File: src/rtl/breakout_game_sequencer_pkg.sv
// breakout_game_sequencer_pkg: state codes and game constants shared with the ball/brick datapath
package breakout_game_sequencer_pkg;
    typedef enum logic [2:0] {
        ST_IDLE  = 3'd0,
        ST_LOAD  = 3'd1,
        ST_SERVE = 3'd2,
        ST_PLAY  = 3'd3,
        ST_PAUSE = 3'd4,
        ST_MISS  = 3'd5,
        ST_WIN   = 3'd6,
        ST_OVER  = 3'd7
    } state_t;
    localparam int TICK_DIV_DEF = 4194304;
    localparam int MISS_Y_DEF = 470;
    localparam logic [9:0] SERVE_X = 10'd320;
    localparam logic [9:0] SERVE_Y = 10'd240;
    localparam logic signed [3:0] SERVE_VX = 4'sd1;
    localparam logic signed [3:0] SERVE_VY = -4'sd1;
endpackage

File: src/rtl/breakout_game_sequencer_tick_prescaler.sv
// breakout_game_sequencer_tick_prescaler: divides clk into a tick every TICK_DIV cycles, with hold and clear
module breakout_game_sequencer_tick_prescaler
    import breakout_game_sequencer_pkg::*;
#(
    parameter int TICK_DIV = TICK_DIV_DEF
) (
    input  logic clk,
    input  logic rst,
    input  logic en,
    input  logic clr,
    output logic tick
);
    localparam int W = (TICK_DIV > 1) ? $clog2(TICK_DIV) : 1;
    logic [W-1:0] cnt_q, cnt_d;
    assign tick = cnt_q == W'(TICK_DIV - 1);
    always_comb cnt_d = clr ? '0 : en ? (tick ? '0 : cnt_q + 1'b1) : cnt_q;
    always_ff @(posedge clk or negedge rst)
        if (!rst) cnt_q <= '0;
        else cnt_q <= cnt_d;
endmodule

File: src/rtl/breakout_game_sequencer.sv
// breakout_game_sequencer: game flow FSM producing the game tick enable, level/serve pulses, lives, score and bricks
module breakout_game_sequencer
    import breakout_game_sequencer_pkg::*;
#(
    parameter int TICK_DIV    = TICK_DIV_DEF,
    parameter int SERVE_TICKS = 32,
    parameter int LIVES       = 3,
    parameter int MISS_Y      = MISS_Y_DEF,
    parameter int POINTS      = 10,
    parameter int SCORE_W     = 16
) (
    input  logic               clk,
    input  logic               rst,
    input  logic               start_pulse,
    input  logic               pause_pulse,
    input  logic               brick_hit,
    input  logic [8:0]         init_bricks,
    input  logic [9:0]         ball_y,
    output logic               game_tick,
    output logic               load_level,
    output logic               serve,
    output logic [2:0]         lives,
    output logic [SCORE_W-1:0] score,
    output logic [8:0]         bricks_left,
    output logic [2:0]         state
);
    localparam int SW = $clog2(SERVE_TICKS + 1);
    state_t state_q, state_d;
    logic [2:0] lives_q, lives_d;
    logic [SCORE_W-1:0] score_q, score_d;
    logic [8:0] bricks_q, bricks_d;
    logic [SW-1:0] svc_q, svc_d;
    logic game_tick_q, game_tick_d, load_level_q, load_level_d, serve_q, serve_d;
    logic tick, run, hit, missed;
    logic [SCORE_W:0] sum;
    assign run = state_q == ST_SERVE || state_q == ST_PLAY;
    breakout_game_sequencer_tick_prescaler #(.TICK_DIV(TICK_DIV)) u_pre (
        .clk  (clk),
        .rst  (rst),
        .en   (run),
        .clr  (!run && state_q != ST_PAUSE),
        .tick (tick)
    );
    always_comb begin
        state_d = state_q;
        lives_d = lives_q;
        score_d = score_q;
        bricks_d = bricks_q;
        svc_d = '0;
        sum = {1'b0, score_q} + (SCORE_W + 1)'(POINTS);
        hit = brick_hit && bricks_q != 9'd0;
        missed = game_tick_q && ball_y >= 10'(MISS_Y);
        case (state_q)
            ST_IDLE: state_d = start_pulse ? ST_LOAD : ST_IDLE;
            ST_LOAD: begin
                score_d = '0;
                lives_d = 3'(LIVES);
                bricks_d = init_bricks;
                state_d = ST_SERVE;
            end
            ST_SERVE: begin
                svc_d = svc_q + SW'(tick);
                state_d = bricks_q == 9'd0 ? ST_WIN :
                          (tick && svc_q == SW'(SERVE_TICKS - 1)) ? ST_PLAY : ST_SERVE;
            end
            ST_PLAY: begin
                if (hit) begin
                    bricks_d = bricks_q - 1'b1;
                    score_d = sum[SCORE_W] ? '1 : sum[SCORE_W-1:0];
                end
                // clearing the last brick wins even if the ball is lost on the same tick
                state_d = (hit && bricks_q == 9'd1) ? ST_WIN : missed ? ST_MISS :
                          pause_pulse ? ST_PAUSE : ST_PLAY;
            end
            ST_PAUSE: state_d = pause_pulse ? ST_PLAY : start_pulse ? ST_LOAD : ST_PAUSE;
            ST_MISS: begin
                lives_d = lives_q - 1'b1;
                state_d = lives_q == 3'd1 ? ST_OVER : ST_SERVE;
            end
            ST_WIN, ST_OVER: state_d = start_pulse ? ST_LOAD : state_q;
        endcase
        game_tick_d = tick && state_q == ST_PLAY && state_d == ST_PLAY;
        load_level_d = state_d == ST_LOAD;
        serve_d = state_d == ST_SERVE && state_q != ST_SERVE;
    end
    always_ff @(posedge clk or negedge rst)
        if (!rst) begin
            state_q <= ST_IDLE;
            lives_q <= 3'(LIVES);
            score_q <= '0;
            bricks_q <= '0;
            svc_q <= '0;
            game_tick_q <= 1'b0;
            load_level_q <= 1'b0;
            serve_q <= 1'b0;
        end else begin
            state_q <= state_d;
            lives_q <= lives_d;
            score_q <= score_d;
            bricks_q <= bricks_d;
            svc_q <= svc_d;
            game_tick_q <= game_tick_d;
            load_level_q <= load_level_d;
            serve_q <= serve_d;
        end
    assign game_tick = game_tick_q;
    assign load_level = load_level_q;
    assign serve = serve_q;
    assign lives = lives_q;
    assign score = score_q;
    assign bricks_left = bricks_q;
    assign state = state_q;
endmodule

File: config.mk
export PLATFORM = sky130hd
export DESIGN_NAME = breakout_game_sequencer
export DESIGN_NICKNAME = d
export VERILOG_FILES = /design/src/rtl/breakout_game_sequencer_pkg.sv /design/src/rtl/breakout_game_sequencer_tick_prescaler.sv /design/src/rtl/breakout_game_sequencer.sv
export SDC_FILE = /design/constraint.sdc
export NUM_CORES = 1
export LEC_CHECK = 0
export ABC_AREA = 1
export BUFFER_PORTS_ARGS = -buffer_cell sky130_fd_sc_hd__buf_2
export CAP_MARGIN = 20
export CORE_UTILIZATION = 57
export DETAILED_ROUTE_END_ITERATION = 10
export PLACE_DENSITY = 0.8
export SLEW_MARGIN = 20
export SYNTH_ARGS = -nofsm -noshare
export SYNTH_HDL_FRONTEND = slang
export SYNTH_SLANG_ARGS = --single-unit
File: constraint.sdc
create_clock -name clk -period 2.25 [get_ports clk]
set_input_delay 0.3375 -clock clk [delete_from_list [all_inputs] [get_ports clk]]
set_output_delay 0.3375 -clock clk [all_outputs]
set_load 0.1 [all_outputs]
## Word level (Yosys, flattened, before mapping)

Index checks and enable logic that the tools add are counted.

- Reductions and logical operators: 18
- Equal/unequal tests: 17
- $add $sub $neg: 5
- Mux-type cells: 21
- Magnitude comparators: 1

Operators with widths:

| cell | count |
|---|---|
| 2-to-1 mux 22 bit | 3 |
| 2-to-1 mux 16 bit | 2 |
| case mux 16 bit (2 select lines) | 1 |
| 2-to-1 mux 3 bit | 8 |
| adder 22 x 1 -> 22 bit (second input constant) | 1 |
| equality test 22 bit (second input constant) | 1 |
| case mux 3 bit (7 select lines) | 1 |
| case mux 9 bit (2 select lines) | 1 |
| adder 16 x 4 -> 17 bit (second input constant) | 1 |
| equality test 3 x 2 -> 1 bit (second input constant) | 4 |
| equality test 3 bit (second input constant) | 4 |
| >= comparator 10 x 9 -> 1 bit (second input constant) | 1 |
| equality test 3 x 1 -> 1 bit (second input constant) | 3 |
| equality test 9 x 1 -> 1 bit (second input constant) | 1 |
| zero test 9 bit | 1 |
| 2-to-1 mux 9 bit | 1 |
| nonzero test 9 bit | 1 |
| subtractor 9 x 1 -> 9 bit (second input constant) | 1 |
| logical AND 1 bit | 8 |
| adder 6 x 1 -> 6 bit | 1 |
| equality test 6 x 5 -> 1 bit (second input constant) | 1 |
| 2-to-1 mux 6 bit | 1 |
| case mux 3 bit (2 select lines) | 1 |
| nonzero test 2 bit | 3 |
| 10 further kinds | 11 |

- Output and inout bits: 34
- Logic and storage cells: 71
- Register bits: 62

## Logic depth before layout (Yosys ltp)

Gate-level depths: netlist of run 1.

- Word-level depth: 7
- Gate-level depth with buffers: 14
- Gate-level depth less buffers: 14

## By module

From an unflattened synthesis of run 1, not the netlist that was laid out.

- Cells, all modules: 537
- Area total of the unflattened synthesis: 3829.9 um2

Modules (own cells, without submodules):

| module | instances | seq. area each (um2) | cells an instance | area an instance (um2) |
|---|---|---|---|---|
| breakout_game_sequencer | 1 | 1003.5 | 334 | 2454.9 |
| breakout_game_sequencer_tick_prescaler | 1 | 550.5 | 203 | 1375.1 |

## Worst setup path before layout of run 1

No wires, ideal clock.

- Path kind: reg2reg
- Start point: register bricks_q[0], in the netlist bricks_left[0]
- End point: register score_q[1], in the netlist score[1]
- Path buffers: 1
- Setup slack: -184 ps
- Period minus slack after synthesis: 2434 ps
- Cell stages (with the launch flop): 14
- Data required time: 2084 ps
- Setup time: 166 ps
- Data arrival time: 2268 ps
- Cells stage by stage: dfrtp_1 inv_1 ha_1 inv_1 nor2_1 nand2_1 nor2_2 nor2_2 nand2_4 nand2_4 inv_2 buf_6 nand2_1 o211ai_1

- Longest elaborated chain between the ends: 4

RTL lines:

| item | RTL line | text |
|---|---|---|
| start: declaration | breakout_game_sequencer.sv:31 | `logic [8:0] bricks_q, bricks_d;` |
| start signal: assignment | breakout_game_sequencer.sv:100 | `bricks_q <= bricks_d;` |
| nonzero test 9 bit | breakout_game_sequencer.sv:51 | `hit = brick_hit && bricks_q != 9'd0;` |
| logical AND 1 bit | breakout_game_sequencer.sv:51 |  |
| != test 2 bit (no source line) | n/a |  |
| AND reduction 2 bit (no source line) | n/a |  |
| end signal: assignment | breakout_game_sequencer.sv:99 | `score_q <= score_d;` |
| end: declaration | breakout_game_sequencer.sv:30 | `logic [SCORE_W-1:0] score_q, score_d;` |

No other way between the ends.
A chain may end at the register's enable or synchronous reset.

## Worst setup path after layout of run 1

- Start point: register u_pre.cnt_q[0]
- End point: register svc_q[4]

- Longest elaborated chain between the ends: 3

RTL lines:

| item | RTL line | text |
|---|---|---|
| start: declaration | breakout_game_sequencer_tick_prescaler.sv:14 | `logic [W-1:0] cnt_q, cnt_d;` |
| start signal: assignment | breakout_game_sequencer_tick_prescaler.sv:19 | `else cnt_q <= cnt_d;` |
| equality test 22 bit | breakout_game_sequencer_tick_prescaler.sv:15 | `assign tick = cnt_q == W'(TICK_DIV - 1);` |
| adder 6 x 1 -> 6 bit | breakout_game_sequencer.sv:62 | `svc_d = svc_q + SW'(tick);` |
| 2-to-1 mux 6 bit | breakout_game_sequencer.sv:53 | `case (state_q)` |
| via svc_d[4] | breakout_game_sequencer.sv:32 | `logic [SW-1:0] svc_q, svc_d;` |
| end signal: assignment | breakout_game_sequencer.sv:101 | `svc_q <= svc_d;` |
| end: declaration | breakout_game_sequencer.sv:32 |  |

The timed path passes the listed nets, and every way through them passes these cells.

==> results of run 1 <==
-- cell type report --
cell class | instances | area [µm²]
sequential | 62 | 1560
clock inverter | 4 | 45.0
fill | 509 | 1810
clock buffer | 12 | 155
tap | 75 | 93.8
multi-input combinational | 348 | 1820
timing repair buffer | 62 | 340
inverter | 60 | 229
-- flip-flops by register name, summed over array words and instances, names as in the netlist --
register	count
game_tick	1
score	16
svc_q	6
u_pre.cnt_q	22
load_level	1
bricks_left	9
lives	3
state	3
serve	1
-- synthesized netlist by cell type (all sizes together) --
| cell type | count |
|---|---|
| nor3 | 21 |
| a21oi | 28 |
| o32ai | 1 |
| nor4 | 3 |
| xnor2 | 6 |
| dfrtp | 60 |
| o22ai | 8 |
| o21ai | 28 |
| a21boi | 1 |
| o211ai | 7 |
| or2 | 1 |
| nand2 | 109 |
| inv | 59 |
| a211oi | 1 |
| nor3b | 1 |
| o21bai | 1 |
| xor2 | 10 |
| ha | 9 |
| dfstp | 2 |
| o31ai | 1 |
| nand4 | 3 |
| nand3 | 34 |
| a31oi | 3 |
| buf | 8 |
| nor2 | 70 |
| clkinv | 1 |
| a31o | 1 |
| and3 | 1 |
-- kinds of logic after synthesis --
kind of cell | synth area share (%)
buf+inv | 7.63
fa+ha+maj | 3.08
simple gates | 30.7
flops | 42.5
xor+xnor | 3.83
compound gates | 12.3
-- how the worst max path moves through the flow --
| stage | from | end | slack [ps] | cells past startpoint |
|---|---|---|---|---|
| 2_1_floorplan | score[5] | score[12] | 90 | 9 |
| 3_3_place_gp | bricks_left[0] | bricks_left[5] | 300 | 12 |
| 3_5_place_dp | u_pre.cnt_q[0] | svc_q[4] | 200 | 13 |
| 4_1_cts | u_pre.cnt_q[0] | svc_q[4] | 180 | 13 |
| 5_1_grt | bricks_left[0] | bricks_left[5] | 7 | 12 |
| 6_report | u_pre.cnt_q[0] | svc_q[4] | 210 | 13 |
-- worst min-delay path: stages --
cell and delay [ps]:
buf_2 70, o211ai_1 80, o21ai_0 70
-- through the flow --
| step | area (µm²) | util [%] | setup slack, ps | instances |
|---|---|---|---|---|
| CTS | 4250 | 70.0 | 180 | 623 |
| floorplan | 3660 | - | 86.1 | 478 |
| global placement | 4040 | 66.6 | 301 | 606 |
| finish | 4250 | 70.1 | 211 | 623 |
| global route | 4250 | 70.1 | 6.90 | 623 |
| detailed placement | 4040 | 66.6 | 197 | 606 |
-- power groups by stage --
| stage | registers [mW] | logic (mW) | clock network [mW] |
|---|---|---|---|
| after floorplan | 2.68 | 1.22 | 0 |
| after global placement | 1.53 | 2.79 | 0 |
| after detailed placement | 1.54 | 2.83 | 0 |
| after CTS | 1.52 | 2.85 | 1.01 |
| after global routing | 1.55 | 3.08 | 1.05 |
| final | 1.52 | 2.85 | 0.999 |
-- layer usage --
metal  GRT usage, %  vias up  part of all wire [%]  wire, µm
met3           4.95        9                   4.2       341
met4           8.60        0                  0.86        69
li1               -     1693                     -         -
met1           31.7     1599                    46      3670
met5              0        -                     0         0
met2           46.0       79                    49      3980
-- timing repair --
item / in CTS / in global routing
endpoints found under the hold margin: 23 / 0
gates resized for setup: 0 / 2
endpoints found under the setup margin: 0 / 7
hold buffers: 1 / 0
==> metrics.yaml, run 1 <==
syn-cell-area_mm2: 0.00366
vias_per_cell: 5.43
synth_area_per_cell_um2: 7.65
p_switching_mw: 2.89
hold_class: "primary input to flip-flop"
numClockSinks: 62
antenna_found_initial: 0
antenna_cells_inserted: 0
die_w_um: 82.1
fin_skew_ps: 11.6
whs_ps: 265
p_sw_share_pct: 53.9
required_ps: 2510
synth.net_count: 511
power.share.sequential_pct: 28.3
fp-row-count: 28
clk_latency_ps: 340
final_common_cell: "nand2_1"
synth-seq-cells: 62
yosysUniqueCellTypes: 37
drc_errors: 0
core_area_mm2: 0.00606
cp-start-kind: "flip-flop"
period_share_pct: 90.6
end_kind: "flip-flop"
grt_usage_pct: 26.0
setup-violations-final: 0
vdd_drop_max_v: 0.00140
die_area_mm2: 0.00674
drt-initial-drc-count: 161
grt_max_degree: 40
crit_path_max_incr_delay_ps: 350
cts-root-buf: "clkbuf_8"
drv_cap: 0
power.density_mw_per_mm2: 1260
cts_max_path_buffers: 2
rrSetupSlack_ps: 210
grt_setup_unrepaired: "false"
cts-buffers-inserted: 9
min-delay-start: "init_bricks[8]"
initial_utilization_pct: 60.3
tritoncts: "yes"
grt_pass1_vias: 3157
ant_nets: 0
critical_path_arrival_ps: 2290
cts_setup_buffers: 0
fmax_ghz: 0.490
reg2reg_to: "svc_q[4]"
cts.reportedPaths.clkPinSlew_ps: 70
p_int_mw: 2.48
synth_top_cell_area_share_pct: 41.1
critPathBufInv: 1
grt.overflow.total: 0
cpLargestDelayFamily: "simple AND/OR/NAND/NOR gates"
holdPathEnd: "bricks_left[8]"
grt_pass1_wl_um: 13500
hold_path_depth: 3
ys_seq_area_share_pct: 42.5
gp_congestion: 0.899
die_y_um: 82.1
syn_inst: 478
cp_slowest_cell: "dfrtp_1"
leakagePower_nw: 2.01
drt_pass1_iterations: 4
totalNegativeSetupSlack_ps: 0
clock_power_share_pct: 18.6
h-tree-depth: 3
layout_common_cells: "nand2_1, nor2_1, buf_2, dfrtp_1, inv_1"
fin_crit_ps: 2040
drv_slew: 0
r2r-start: "u_pre.cnt_q[0]"
io_buffers: 56
vias: 3380
finalWirelength_um: 8070
outcome: "finished clean"
wl_per_cell_um: 12.9
fin_nets: 576
path_cells: "ha_1 -> nand3_1 -> nor2_1 -> nand2_1 -> nor2_2 -> nand2_2 -> inv_1 -> ha_1 -> ha_1 -> nand2_1 -> o21ai_0 -> nand2_1 -> a31oi_1"
hold_violations: 0
p_total_mw: 5.37
ios: 58
yosys_warnings: 0
slew_headroom_pct: 62.0
cp_max_fo: 3
crit_type: "flip-flop to flip-flop"
dp_hpwl_um: 5990
synth_top_cell_by_area: "dfrtp_1"
tightest_slew_ps: 570
post_route_cells_drive_above_1_share_pct: 22.1
combPwrFrac_pct: 53.1
r2r_cells: 13
area_growth_pct: 16.1
synth_area_leaders: "dfrtp_1, nand2_1, nor2_1"
Power figures use the tool's default switching activity.
==> run 2, diff against run 1 <==
--- a/config.mk
+++ b/config.mk
@@ -14,4 +14,5 @@
 export SLEW_MARGIN = 20
 export SYNTH_ARGS = -nofsm -noshare
 export SYNTH_HDL_FRONTEND = slang
+export SYNTH_HIERARCHICAL = 1
 export SYNTH_SLANG_ARGS = --single-unit
==> run 2 against run 1 <==
Routed wire length up 11%. Maximum frequency fell by 2.0%. Global-route usage increased by 1.1 points. Total power grew 2.3%. Worst setup slack worse by 42 ps. Final area up 5.4%. Non-clock buffer count grew 2. Cell count is 11% higher. Via count is 7.8% higher. Critical path type unchanged. Largest power group unchanged.
==> metrics.yaml, run 2 <==
outcome: "finished clean"
ant_nets: 0  # unchanged
clk_latency_ps: 340  # about the same
dp.cells: 669  # +10%
cts-root-buf: "clkbuf_8"
design_area_mm2: 0.00448  # +5.4%
ios: 58  # unchanged
antenna_found_initial: 0  # unchanged
end_kind: "flip-flop"
required_ps: 2520  # about the same
reg2reg_to: "load_level"
synth_top_cell_area_share_pct: 39.2  # -1.9 points
cts-buffers-inserted: 9  # unchanged
grt_max_degree: 63  # +57%
cts.reportedPaths.clkPinSlew_ps: 70  # about the same
synth_flop_cell: "dfrtp_1"
ys_seq_area_share_pct: 40.6  # -1.9 points
wl_per_cell_um: 13.0  # +0.32%
synth_most_common_cell: "nand2_1"
vias_per_cell: 5.29  # -2.6%
synth.net_count: 570  # +12%
crit_type: "flip-flop to flip-flop"
yosys_warnings: 6  # +6
r2r-start: "u_pre/cnt_q[1]"
vias: 3642  # +7.8%
numClockSinks: 62  # unchanged
gp_congestion: 0.904  # +0.53%
fin_nets: 640  # +11%
synth-edff-count: 0  # unchanged
async_reset_ff_share_pct: 100  # unchanged
drc_errors: 0  # unchanged
largest_register_ff_count: 22  # unchanged
finalWirelength_um: 8950  # +11%
totalNegativeSetupSlack_ps: 0  # unchanged
yosysUniqueCellTypes: 34  # -8.1%
fin_crit_ps: 2080  # +41.5 ps
hold_class: "primary input to async pin"
grt.overflow.total: 0  # unchanged
drt_pass1_iterations: 4  # unchanged
worst_slack_ps: 169  # -41.5 ps
synth-seq-cells: 62  # unchanged
hold_buffers: 0  # -1
antenna_cells_inserted: 0  # unchanged
tightest_slew_ps: 497  # -73.0 ps
fmax_ghz: 0.481  # -2.0%
cts_max_path_buffers: 2  # unchanged
fp-row-count: 29  # +3.6%
post_route_cells_drive_above_1_share_pct: 18.3  # -3.8 points
dp_hpwl_um: 6490  # +8.2%
synth_area_leaders: "dfrtp_1, nand2_1, nor2_1"
leakagePower_nw: 2.25  # +12%
dp_slack_ps: 73.1  # -124 ps
drv_slew: 0  # unchanged
period_share_pct: 92.5  # +1.8 points
drv_cap: 0  # unchanged
grt_usage_pct: 27.1  # +1.1 points
synth_top_cell_by_area: "dfrtp_1"
critical_path_arrival_ps: 2350  # +60 ps
drt-initial-drc-count: 194  # +20%
h-tree-depth: 3  # unchanged
hold_violations: 0  # unchanged
synth_common_cells: "nand2_1, nor2_1, inv_1"
die_w_um: 84.0  # +2.3%
finalNonFillerCells: 689  # +11%
fin_skew_ps: 6.28  # -5.29 ps
slew_headroom_pct: 67.1  # +5.1 points
vdd_drop_max_v: 0.00115  # -18%
area_growth_pct: 17.0
synth_area_per_cell_um2: 7.13  # -6.8%
grt_pass1_wl_um: 15400  # +14%
final_common_cell: "nand2_1"
cp-start-kind: "flip-flop"
setup-violations-final: 0  # unchanged
power.density_mw_per_mm2: 1230  # -2.9%
syn-cell-area_mm2: 0.00383  # +4.7%
die_area_mm2: 0.00705  # +4.6%
io_buffers: 56  # unchanged
fill_cells: 511  # +0.39%
layout_common_cells: "nand2_1, nor2_1, inv_1, buf_2, dfrtp_1"
cp_max_fo: 4  # +1
rrSetupSlack_ps: 170  # -40 ps
initial_utilization_pct: 59.6  # -0.71 points
core_area_mm2: 0.00642  # +6.0%
max_flop_register: "u_pre/cnt_q"
syn_inst: 537  # +12%
grt_pass1_vias: 3543  # +12%
die_y_um: 84.0  # +2.3%
tritoncts: "yes"
placedInstanceArea_mm2: 0.00422  # +4.6%
r2r_cells: 15  # +2
## run 2: cell count changes in the layout (fill, tap and decap cells not counted), moves of 5 or more
cell,previous run,this run
nor2_1,57,87
nand4_1,3,14
nor3_2,6,1
nand2_1,101,138
inv_1,53,75
a21oi_1,28,14
nor2_2,10,2
## run 2: area by class of cell
| class | instances | area, µm² | share of cell area (%) |
|---|---|---|---|
| multi-input combinational | 390 | 1970 | 43.9 |
| sequential | 62 | 1560 | 34.9 |
| timing repair buffer | 64 | 353 | 7.88 |
| inverter | 80 | 300 | 6.70 |
| clock buffer | 12 | 155 | 3.46 |
| tap | 77 | 96.3 | 2.15 |
| clock inverter | 4 | 45.0 | 1.01 |
## run 2: per-layer routing
layer / GRT usage, % / share of wire (%) / vias up
met5: 0 / 0 / -
met4: 11.1 / 1.6 / 0
met3: 4.45 / 4.1 / 13
met2: 46.3 / 49 / 80
met1: 34.1 / 45 / 1690
li1: - / - / 1859
## run 2: cells by family (layout without fill, tap and decap cells)
| kind of cell | count (synthesis) | in the layout | share of synthesized area (%) |
|---|---|---|---|
| AND/OR/NAND/NOR | 302 | 302 | 34.3 |
| XOR/XNOR | 15 | 15 | 3.43 |
| AO/OA/AOI/OAI | 64 | 64 | 9.90 |
| flip-flops | 62 | 62 | 40.6 |
| adder cells (fa/ha/maj) | 9 | 9 | 2.94 |
| buffers and inverters | 85 | 160 | 8.82 |
## run 2: worst max-delay path: stages (launching register included)
cell	delay, ps
dfrtp_1	420
ha_4	160
nand2_1	90
nor2_4	170
nand2_2	100
nor2_2	120
nand2_2	90
inv_2	90
inv_1	50
nor3_2	160
nand4_1	90
nor2_1	100
nor2_1	70
a21oi_2	140
nand2_1	70
nor2_1	80
## run 2: worst max path at each step
stage	startpoint	endpoint	slack (ps)	cells after the start
finish	u_pre/cnt_q[1]	load_level	170	15
global route	u_pre/cnt_q[1]	load_level	-60	15
CTS	u_pre/cnt_q[0]	load_level	50	15
detailed placement	u_pre/cnt_q[0]	load_level	70	15
global placement	u_pre/cnt_q[0]	load_level	160	15
floorplan	score[3]	score[13]	20	9
## run 2: metrics by stage
step / total power, mW / util (%) / hold WS [ps]
final: 5.50 / 69.7 / 4.91
after global routing: 5.83 / 69.7 / 24.6
after CTS: 5.47 / 68.8 / 12.4
after detailed placement: 4.46 / 65.7 / 374
after global placement: 4.41 / 65.7 / 374
after floorplan: 3.93 / - / 41.9
## run 2: report_power, final
group | internal, mW | switching [mW] | leakage, nW | total [mW]
clock | 0.567 | 0.433 | 0.106 | 1.00
combinational | 0.642 | 2.32 | 1.32 | 2.97
sequential | 1.33 | 0.203 | 0.826 | 1.53
## run 2: repair_timing
| action | 4_1_cts | 5_1_grt |
|---|---|---|
| gates resized for setup | 0 | 7 |
| buffers inserted | 0 | 4 |
| setup endpoints to repair | 0 | 10 |
==> run 3, diff against run 2 <==
--- a/config.mk
+++ b/config.mk
@@ -8,9 +8,9 @@
 export ABC_AREA = 1
 export BUFFER_PORTS_ARGS = -buffer_cell sky130_fd_sc_hd__buf_2
 export CAP_MARGIN = 20
-export CORE_UTILIZATION = 57
+export CORE_UTILIZATION = 62
 export DETAILED_ROUTE_END_ITERATION = 10
-export PLACE_DENSITY = 0.8
+export PLACE_DENSITY = 0.86
 export SLEW_MARGIN = 20
 export SYNTH_ARGS = -nofsm -noshare
 export SYNTH_HDL_FRONTEND = slang
==> constraint.sdc (replaced) <==
create_clock -name clk -period 2.48 [get_ports clk]
set_input_delay 0.372 -clock clk [delete_from_list [all_inputs] [get_ports clk]]
set_output_delay 0.372 -clock clk [all_outputs]
set_load 0.1 [all_outputs]
==> run 3 against run 2 <==
Clock power fell by 22%. Critical path depth fell by 1. Non-clock buffer count fell by 6. Global-route usage rose by 3.3 points. Cell count fell by 1.2%. Routed wire length rose by 1.2%. First-iteration DRC count rose by 9.3%. Utilization rose by 3.4 points. Count of clock-buffer cells in the layout rose by 2. Largest power group unchanged.
==> metrics.yaml, run 3 (same netlist as run 2, synthesis figures left out) <==
final_common_cell: "nand2_1"
core_area_mm2: 0.00596  # -7.3%
antenna_found_initial: 0  # unchanged
fin_crit_ps: 2240  # +158 ps
vias: 3762  # +3.3%
crit_start: "u_pre/cnt_q[0]"
cts_max_path_buffers: 2  # unchanged
gp_congestion: 0.897  # -0.74%
io_buffers: 56  # unchanged
setup-violations-final: 0  # unchanged
outcome: "finished clean"
cts.reportedPaths.clkPinSlew_ps: 70  # about the same
vias_per_cell: 5.52  # +4.5%
drv_slew: 0  # unchanged
crit_path_max_incr_delay_ps: 450  # +30 ps
fill_cells: 484  # -5.3%
numClockSinks: 62  # unchanged
cts_setup_buffers: 0  # unchanged
fp-row-count: 28  # -3.4%
grt.overflow.total: 0  # unchanged
dp_slack_ps: 290  # +217 ps
cp_max_fo: 6  # +2
tritoncts: "yes"
crit_type: "flip-flop to flip-flop"
cts_resized: 0  # unchanged
totalNegativeSetupSlack_ps: 0  # unchanged
cp_slowest_cell: "dfrtp_1"
grt_usage_pct: 30.4  # +3.3 points
die_w_um: 80.6  # -4.0%
fmax_ghz: 0.447  # -7.1%
max_flop_register: "u_pre/cnt_q"
required_ps: 2710  # +190 ps
initial_utilization_pct: 64.3  # +4.7 points
endpoint: "svc_q[4]"
grt_pass1_wl_um: 15100  # -1.7%
p_total_mw: 4.80  # -13%
leakagePower_nw: 2.21  # -1.7%
power.density_mw_per_mm2: 1100  # -10%
tightest_slew_ps: 629  # +132 ps
multiInputGateArea_mm2: 0.00194  # -1.4%
end_kind: "flip-flop"
whs_ps: 37.9  # +32.9 ps
drt-initial-drc-count: 212  # +9.3%
hold_class: "primary input to async pin"
area_growth_pct: 13.8
critical_path_arrival_ps: 2470  # +120 ps
ios: 58  # unchanged
finalNonFillerCells: 681  # -1.2%
hold_violations: 0  # unchanged
cts-buffers-inserted: 9  # unchanged
slew_headroom_pct: 58.0  # -9.0 points
grt_max_degree: 36  # -43%
wl_per_cell_um: 13.3  # +2.4%
ant_nets: 0  # unchanged
die_y_um: 80.6  # -4.0%
dp_hpwl_um: 6630  # +2.2%
r2r-start: "u_pre/cnt_q[0]"
grt_setup_unrepaired: "false"
h-tree-depth: 3  # unchanged
fin_skew_ps: 10.1  # +3.80 ps
r2r_cells: 14  # -1
cts-root-buf: "clkbuf_8"
cp-start-kind: "flip-flop"
regArea_mm2: 0.00155  # -0.64%
fin_nets: 634  # -0.94%
layout_common_cells: "nand2_1, nor2_1, inv_1, dfrtp_1, buf_2"
drc_errors: 0  # unchanged
worst_slack_ps: 241  # +72.0 ps
drt_pass1_iterations: 5  # +1
reg2reg_to: "svc_q[4]"
dp.cells: 665  # -0.60%
vdd_drop_max_v: 0.00113  # -2.5%
largest_register_ff_count: 22  # unchanged
grt_pass1_vias: 3552  # +0.25%
clk_latency_ps: 350  # about the same
hold_buffers: 0  # unchanged
drv_cap: 0  # unchanged
final_core_util_pct: 73.2  # +3.4 points
antenna_cells_inserted: 0  # unchanged
placedInstanceArea_mm2: 0.00419  # -0.62%
rrSetupSlack_ps: 240  # +70 ps
design_area_mm2: 0.00436  # -2.7%
period_share_pct: 90.3  # -2.2 points
path_cells: "ha_1 -> nand2_1 -> nor2_2 -> nand2_2 -> nor2_2 -> nand2_2 -> inv_1 -> ha_1 -> ha_1 -> nand2_1 -> inv_1 -> nand2_1 -> xor2_1 -> nor2_1"
die_area_mm2: 0.00650  # -7.9%
finalWirelength_um: 9050  # +1.2%
post_route_cells_drive_above_1_share_pct: 15.0  # -3.3 points
## run 3: changes by cell type in the layout (fill, tap and decap cells not counted), moves of 3 or more
cell	previous run	this run
dfrtp_2	8	0
clkbuf_1	1	4
dfrtp_1	52	60
buf_4	7	1
## run 3: power breakdown
part           switching (mW)  total, mW  internal [mW]
Clock                   0.389      0.778          0.389
Combinational            2.11       2.65          0.536
Sequential              0.180       1.37           1.19
Total                    2.68       4.80           2.12
## run 3: worst min path at each step
stage / from / end / cells after the start
after global routing: rst / u_pre/cnt_q[6] / 1
after detailed placement: rst / lives[2] / 1
after CTS: rst / u_pre/cnt_q[6] / 1
final: rst / lives[2] / 1
after global placement: rst / lives[2] / 1
after floorplan: rst / bricks_left[0] / 0
## run 3: routing by layer
layer,global-route usage [%],wire (µm),vias up
met5,0,0,-
met4,10.9,160,0
met1,36.2,3810,1782
met2,54.2,4610,117
li1,-,-,1844
met3,5.57,469,19
## run 3: area by class of cell
type	instances	area share, %
Inverter	80	6.89
Sequential cell	62	35.7
Multi-Input combinational cell	390	44.5
Clock inverter	2	0.230
Tap cell	75	2.15
Timing Repair Buffer	58	7.06
Clock buffer	14	3.50
## run 3: worst max-delay path, delay by kind of cell, from the launching register on
kind                       cells  cell delay (ps)
adders and majority gates      3              570
DFF                            1              450
and+or+nand+nor                8              770
xor gates and xnor gates       1              140
buffers and inverters          2              190
